<file path="src/rtl/mips_pkg.sv">
// Shared encodings and types for the multi-cycle MIPS core.
package mips_pkg;

  localparam logic [5:0] OP_RTYPE = 6'b000000;
  localparam logic [5:0] OP_ADDI  = 6'b001000;
  localparam logic [5:0] OP_BEQ   = 6'b000100;
  localparam logic [5:0] OP_J     = 6'b000010;
  localparam logic [5:0] OP_HALT  = 6'b111111;

  localparam logic [5:0] F_ADD = 6'b100000;
  localparam logic [5:0] F_SUB = 6'b100010;
  localparam logic [5:0] F_AND = 6'b100100;
  localparam logic [5:0] F_OR  = 6'b100101;
  localparam logic [5:0] F_SLT = 6'b101010;

  typedef enum logic [2:0] {
    S_IDLE,
    S_FETCH,
    S_DECODE,
    S_EXEC,
    S_WB,
    S_HALT
  } state_t;

  typedef enum logic [2:0] {
    ALU_ADD,
    ALU_SUB,
    ALU_AND,
    ALU_OR,
    ALU_SLT
  } alu_op_t;

  // Retire counter increment that sticks at all-ones.
  function automatic logic [15:0] sat_inc16(input logic [15:0] v);
    return (v == 16'hFFFF) ? v : v + 16'd1;
  endfunction

endpackage

</file>
<file path="src/rtl/mips_alu.sv">
// Combinational ALU: add/sub/and/or and signed set-less-than.
module mips_alu
  import mips_pkg::*;
#(
  parameter int DATA_WIDTH = 16
) (
  input  logic [DATA_WIDTH-1:0] a,
  input  logic [DATA_WIDTH-1:0] b,
  input  alu_op_t               op,
  output logic [DATA_WIDTH-1:0] y
);

  // Select the operation; wrap-around arithmetic discards carries.
  always_comb begin
    y = '0;
    case (op)
      ALU_ADD: y = a + b;
      ALU_SUB: y = a - b;
      ALU_AND: y = a & b;
      ALU_OR:  y = a | b;
      ALU_SLT: y = {{(DATA_WIDTH-1){1'b0}}, ($signed(a) < $signed(b))};
      default: y = '0;
    endcase
  end

endmodule

</file>
<file path="src/rtl/mips_multicycle_core.sv">
// Multi-cycle MIPS subset core with loadable instruction memory.
//
// state  | meaning
// IDLE   | after reset; IM writable, waiting for start
// FETCH  | IR <= IM[pc], pc advances
// DECODE | operand registers loaded from the register file
// EXEC   | ALU result captured, or branch/jump/halt/nop resolved and retired
// WB     | register file written, ALU/ADDI instruction retires
// HALT   | program finished; IM writable, start reruns from pc 0
module mips_multicycle_core
  import mips_pkg::*;
#(
  parameter int IM_ADDRESS_WIDTH  = 6,
  parameter int INSTRUCTION_WIDTH = 32,
  parameter int RF_ADDRESS_WIDTH  = 5,
  parameter int DATA_WIDTH        = 16
) (
  input  logic                         clk,
  input  logic                         asyn_n_rst,
  input  logic                         im_we,
  input  logic [IM_ADDRESS_WIDTH-1:0]  im_waddr,
  input  logic [INSTRUCTION_WIDTH-1:0] im_wdata,
  input  logic                         start,
  output logic                         busy,
  output logic                         halted,
  output logic [IM_ADDRESS_WIDTH-1:0]  pc,
  output logic [DATA_WIDTH-1:0]        result,
  output logic                         result_valid,
  output logic [15:0]                  instr_count
);

  localparam int IM_DEPTH = 2 ** IM_ADDRESS_WIDTH;
  localparam int RF_DEPTH = 2 ** RF_ADDRESS_WIDTH;

  logic [INSTRUCTION_WIDTH-1:0] im [IM_DEPTH];
  logic [DATA_WIDTH-1:0]        rf [RF_DEPTH];

  state_t                       state;
  logic [INSTRUCTION_WIDTH-1:0] ir;
  logic [DATA_WIDTH-1:0]        reg_a;
  logic [DATA_WIDTH-1:0]        reg_b;
  logic [RF_ADDRESS_WIDTH-1:0]  wb_dest;

  logic [5:0]                   opcode;
  logic [5:0]                   funct;
  logic [RF_ADDRESS_WIDTH-1:0]  rs_idx;
  logic [RF_ADDRESS_WIDTH-1:0]  rt_idx;
  logic [RF_ADDRESS_WIDTH-1:0]  rd_idx;
  logic [31:0]                  imm32;
  logic [DATA_WIDTH-1:0]        imm_data;
  logic [IM_ADDRESS_WIDTH-1:0]  imm_pc;

  alu_op_t                      alu_op;
  logic [DATA_WIDTH-1:0]        alu_b;
  logic [DATA_WIDTH-1:0]        alu_y;
  logic                         writes_rf;
  logic [RF_ADDRESS_WIDTH-1:0]  dest;
  logic                         is_beq;
  logic                         is_j;
  logic                         is_halt;
  logic                         loadable;

  assign opcode   = ir[31:26];
  assign funct    = ir[5:0];
  assign rs_idx   = ir[21 +: RF_ADDRESS_WIDTH];
  assign rt_idx   = ir[16 +: RF_ADDRESS_WIDTH];
  assign rd_idx   = ir[11 +: RF_ADDRESS_WIDTH];
  assign imm32    = {{16{ir[15]}}, ir[15:0]};
  assign imm_data = imm32[DATA_WIDTH-1:0];
  assign imm_pc   = imm32[IM_ADDRESS_WIDTH-1:0];
  assign is_beq   = (opcode == OP_BEQ);
  assign is_j     = (opcode == OP_J);
  assign is_halt  = (opcode == OP_HALT);
  assign loadable = (state == S_IDLE) || (state == S_HALT);

  // Instruction decode for the ALU path; unknown funct/opcode falls through as a NOP.
  always_comb begin
    alu_op    = ALU_ADD;
    alu_b     = reg_b;
    writes_rf = 1'b0;
    dest      = rd_idx;
    case (opcode)
      OP_RTYPE: begin
        writes_rf = 1'b1;
        case (funct)
          F_ADD:   alu_op = ALU_ADD;
          F_SUB:   alu_op = ALU_SUB;
          F_AND:   alu_op = ALU_AND;
          F_OR:    alu_op = ALU_OR;
          F_SLT:   alu_op = ALU_SLT;
          default: writes_rf = 1'b0;
        endcase
      end
      OP_ADDI: begin
        alu_b     = imm_data;
        dest      = rt_idx;
        writes_rf = 1'b1;
      end
      default: writes_rf = 1'b0;
    endcase
  end

  mips_alu #(.DATA_WIDTH(DATA_WIDTH)) u_alu (
    .a  (reg_a),
    .b  (alu_b),
    .op (alu_op),
    .y  (alu_y)
  );

  // Instruction memory write port; contents survive reset and only load while stopped.
  always_ff @(posedge clk) begin
    if (im_we && loadable) begin
      im[im_waddr] <= im_wdata;
    end
  end

  // Control FSM, register file and all registered outputs.
  always_ff @(posedge clk or negedge asyn_n_rst) begin
    if (!asyn_n_rst) begin
      state        <= S_IDLE;
      pc           <= '0;
      ir           <= '0;
      reg_a        <= '0;
      reg_b        <= '0;
      wb_dest      <= '0;
      result       <= '0;
      result_valid <= 1'b0;
      busy         <= 1'b0;
      halted       <= 1'b0;
      instr_count  <= '0;
      for (int i = 0; i < RF_DEPTH; i++) begin
        rf[i] <= '0;
      end
    end else begin
      result_valid <= 1'b0;
      case (state)
        S_IDLE, S_HALT: begin
          if (start) begin
            state       <= S_FETCH;
            pc          <= '0;
            instr_count <= '0;
            halted      <= 1'b0;
            busy        <= 1'b1;
          end
        end
        S_FETCH: begin
          ir    <= im[pc];
          pc    <= pc + IM_ADDRESS_WIDTH'(1);
          state <= S_DECODE;
        end
        S_DECODE: begin
          reg_a <= (rs_idx == '0) ? '0 : rf[rs_idx];
          reg_b <= (rt_idx == '0) ? '0 : rf[rt_idx];
          state <= S_EXEC;
        end
        S_EXEC: begin
          if (writes_rf) begin
            result       <= alu_y;
            result_valid <= 1'b1;
            wb_dest      <= dest;
            state        <= S_WB;
          end else begin
            instr_count <= sat_inc16(instr_count);
            if (is_halt) begin
              state  <= S_HALT;
              halted <= 1'b1;
              busy   <= 1'b0;
            end else begin
              state <= S_FETCH;
              if (is_beq && (reg_a == reg_b)) begin
                pc <= pc + imm_pc;
              end else if (is_j) begin
                pc <= ir[IM_ADDRESS_WIDTH-1:0];
              end
            end
          end
        end
        S_WB: begin
          if (wb_dest != '0) begin
            rf[wb_dest] <= result;
          end
          instr_count <= sat_inc16(instr_count);
          state       <= S_FETCH;
        end
        default: begin
          state <= S_IDLE;
          busy  <= 1'b0;
        end
      endcase
    end
  end

endmodule

</file>
<file path="config.mk">
export PLATFORM = sky130hd
export DESIGN_NAME = mips_multicycle_core
export DESIGN_NICKNAME = d
export VERILOG_FILES = /design/src/rtl/mips_pkg.sv /design/src/rtl/mips_alu.sv /design/src/rtl/mips_multicycle_core.sv
export SDC_FILE = /design/constraint.sdc
export NUM_CORES = 2
export LEC_CHECK = 0
export CORE_MARGIN = 8
export CORE_UTILIZATION = 57
export DETAILED_ROUTE_END_ITERATION = 16
export HOLD_SLACK_MARGIN = 0.15
export PLACE_DENSITY = 0.76
export REMOVE_ABC_BUFFERS = 1
export SLEW_MARGIN = 10
export SYNTH_ARGS = -nofsm -noshare
export SYNTH_HDL_FRONTEND = slang
export SYNTH_SLANG_ARGS = --single-unit
</file>
<file path="constraint.sdc">
create_clock -name clk -period 4.2 [get_ports clk]
set_clock_uncertainty 0.15 [all_clocks]
set_input_delay 1.26 -clock clk [delete_from_list [all_inputs] [get_ports clk]]
set_output_delay 1.26 -clock clk [all_outputs]
set_load 0.01 [all_outputs]
</file>
==> metrics.cfg <==
[placement]
port-buffer-count = 82
placed_cells = 8449
place_worst_setup_slack_ns = 0.151
gp_congestion = 0.924
hpwl_mm = 189

[finish]
area_growth_pct = 14.5
fin_cells = 8927
multi_input_area_mm2 = 0.0339
drive_above_1_share_pct = 36.7
layout.nets = 6196
final_util_pct = 65.4
fill_cells = 12600
area.sequential_mm2 = 0.0772

[setup_path]
end_kind = primary output
worstPathArrival_ns = 2.61
worstSetupPathType = reg2out
worst-path-max-fanout = 38
r2r_cells = 14
required_ns = 2.79
startpoint_type = flip-flop

[die]
die_x_um = 460
rows = 163
start_util_pct = 57.1
die_area_mm2 = 0.212
io_pins = 83
core_mm2 = 0.197
fp.dieH_um = 460

[pwr]
switchingPower_mw = 21.2
leakagePower_nw = 44.8
intPower_mw = 50.5
swShare_pct = 29.6
pwr-share-clk_pct = 33.5
seqPwrFrac_pct = 42.0
vdd_drop_max_v = 0.000628
combPwrFrac_pct = 24.5
power_density_mw_per_mm2 = 558

[global_route]
antenna_found_initial = 20
grt_pass1_vias = 62200
grt_pass1_wl_mm = 445
grt_max_degree = 79
grt_overflow_total = 0
grt_usage_pct = 29.0

[clocking]
clk_pin_slew_ns = 0.06
cts_tree = done
clockBufferDepth = 4
numCtsBuffers = 285
cts_num_sinks = 2673
clk_latency_ns = 0.91
htreeDepth = 5
cts-root-buf = clkbuf_16

[drt]
wl_per_cell_um = 34.5
drt_iter0_drc = 7679
drt_wl_total_mm = 308
dr_total_vias = 60800
avgViaCountPerCell = 6.81
dr.pass1.iters = 6
drc = 0
ant_nets = 0

[yosys]
synthTopCellsByArea = edfxtp_1, mux4_2, dfrtp_1
synth-edff-count = 2048
yosysTopAreaCell = edfxtp_1
synth_commonest_cells = edfxtp_1, mux4_2, dfrtp_1
ys_ff_latch = 2673
async_reset_ff_share_pct = 23.4
synthCells = 5749
syn_area_mm2 = 0.112
synth.top_cell.area_share_pct = 54.7
syn_area_per_cell_um2 = 19.5
yosysMostFrequentCell = edfxtp_1
ys.flop_type = edfxtp_1
yosysUniqueCellTypes = 75
yosysSeqAreaShare_pct = 68.7
yosysWarningCount = 0

[timing]
rsz0062_at_grt = false
post-route-min-period_ns = 4.02
setup_ws_ns = 0.180
slew_headroom_pct = 21.9
slew_viol_final = 0
finalSetupViolCount = 0
fmax_ghz = 0.249
hold_violations = 0
fin_crit_sh_pct = 95.7
timing.hold.ws_ns = 0.194
fin_setup_tns_ns = 0
worstMarginPinSlew_ns = 1.17

[status]
status = completed

[job]
maxCapViolations = 0

[min_path]
min_path_type = in2async

==> state kept, by name (all words and copies together), names as in the netlist <==
register,cells
result_valid,1
pc,6
im,2048
state,3
instr_count,16
busy,1
reg_a,16
rf,512
halted,1
ir,32
reg_b,16
result,16
wb_dest,5
==> power by group through the flow <==
| stage | logic, mW | clock network, mW | registers (mW) |
|---|---|---|---|
| floorplan | 9.30 | 0 | 31.8 |
| global placement | 17.2 | 0 | 30.6 |
| detailed placement | 17.4 | 0 | 30.7 |
| CTS | 17.6 | 24.3 | 30.1 |
| global route | 18.5 | 25.3 | 30.2 |
| finish | 17.6 | 24.1 | 30.1 |
==> per-stage QoR <==
step           total power [mW]  instance area, um^2
4_1_cts                    72.0               129000
3_3_place_gp               47.9               120000
6_report                   71.8               129000
2_1_floorplan              41.1               111000
3_5_place_dp               48.1               120000
5_1_grt                    73.9               129000
==> critical path: stages (launching register included) <==
cell             delay (ns)
dfrtp_4                0.68
buf_12                 0.34
clkdlybuf4s50_1        0.64
==> worst paths after layout <==
kind                                    to  slack (ns)  startpoint
worst min register to register     rf[507]        0.25     rf[507]
worst max-delay path                 pc[0]        0.18       pc[0]
worst max register to register  result[14]        0.29      ir[26]
max in group asynchronous          rf[408]        2.71  asyn_n_rst
min in group clk                   rf[507]        0.25     rf[507]
worst min-delay path               rf[240]        0.19  asyn_n_rst
==> layout make-up <==
type	instances	share of cell area (%)
flip-flops and latches	2673	60.0
multi-input cells	2602	26.3
clock buffers	370	6.08
repair buffers	473	4.08
well taps	2640	2.57
clock inverters	103	0.736
inverters	61	0.178
diodes	5	0.00973
==> repair_timing <==
item,in CTS,in global routing
buffers inserted,0,0
endpoints found under the setup margin,0,2
hold buffers,0,0
gates resized for setup,0,3
==> layer usage <==
layer	wire [um]	up-vias	global-route usage, %
li1	-	24300	-
met1	112000	32100	38.9
met2	148000	3636	46.2
met3	29700	754	5.89
met4	17700	12	13.9
met5	73	-	0
==> logic make-up after synthesis <==
logic type	share of synthesized area (%)
fa+ha+maj	0.666
flops	68.7
compound gates	2.84
xor+xnor	0.242
simple gates	2.15
mux	23.8
buf+inv	1.68
==> cell usage in the layout (no fill, tap or decap), types with 95 or more instances in the layout <==
cell type	synthesis	layout
edfxtp_1	2048	2048
mux4_2	848	848
dfrtp_1	625	614
mux2_2	557	557
clkbuf_16	0	296
buf_4	3	261
nand2_1	151	146
buf_12	0	131
mux2i_1	130	130
o21ai_0	96	95
(Power assumes the default switching activity.)
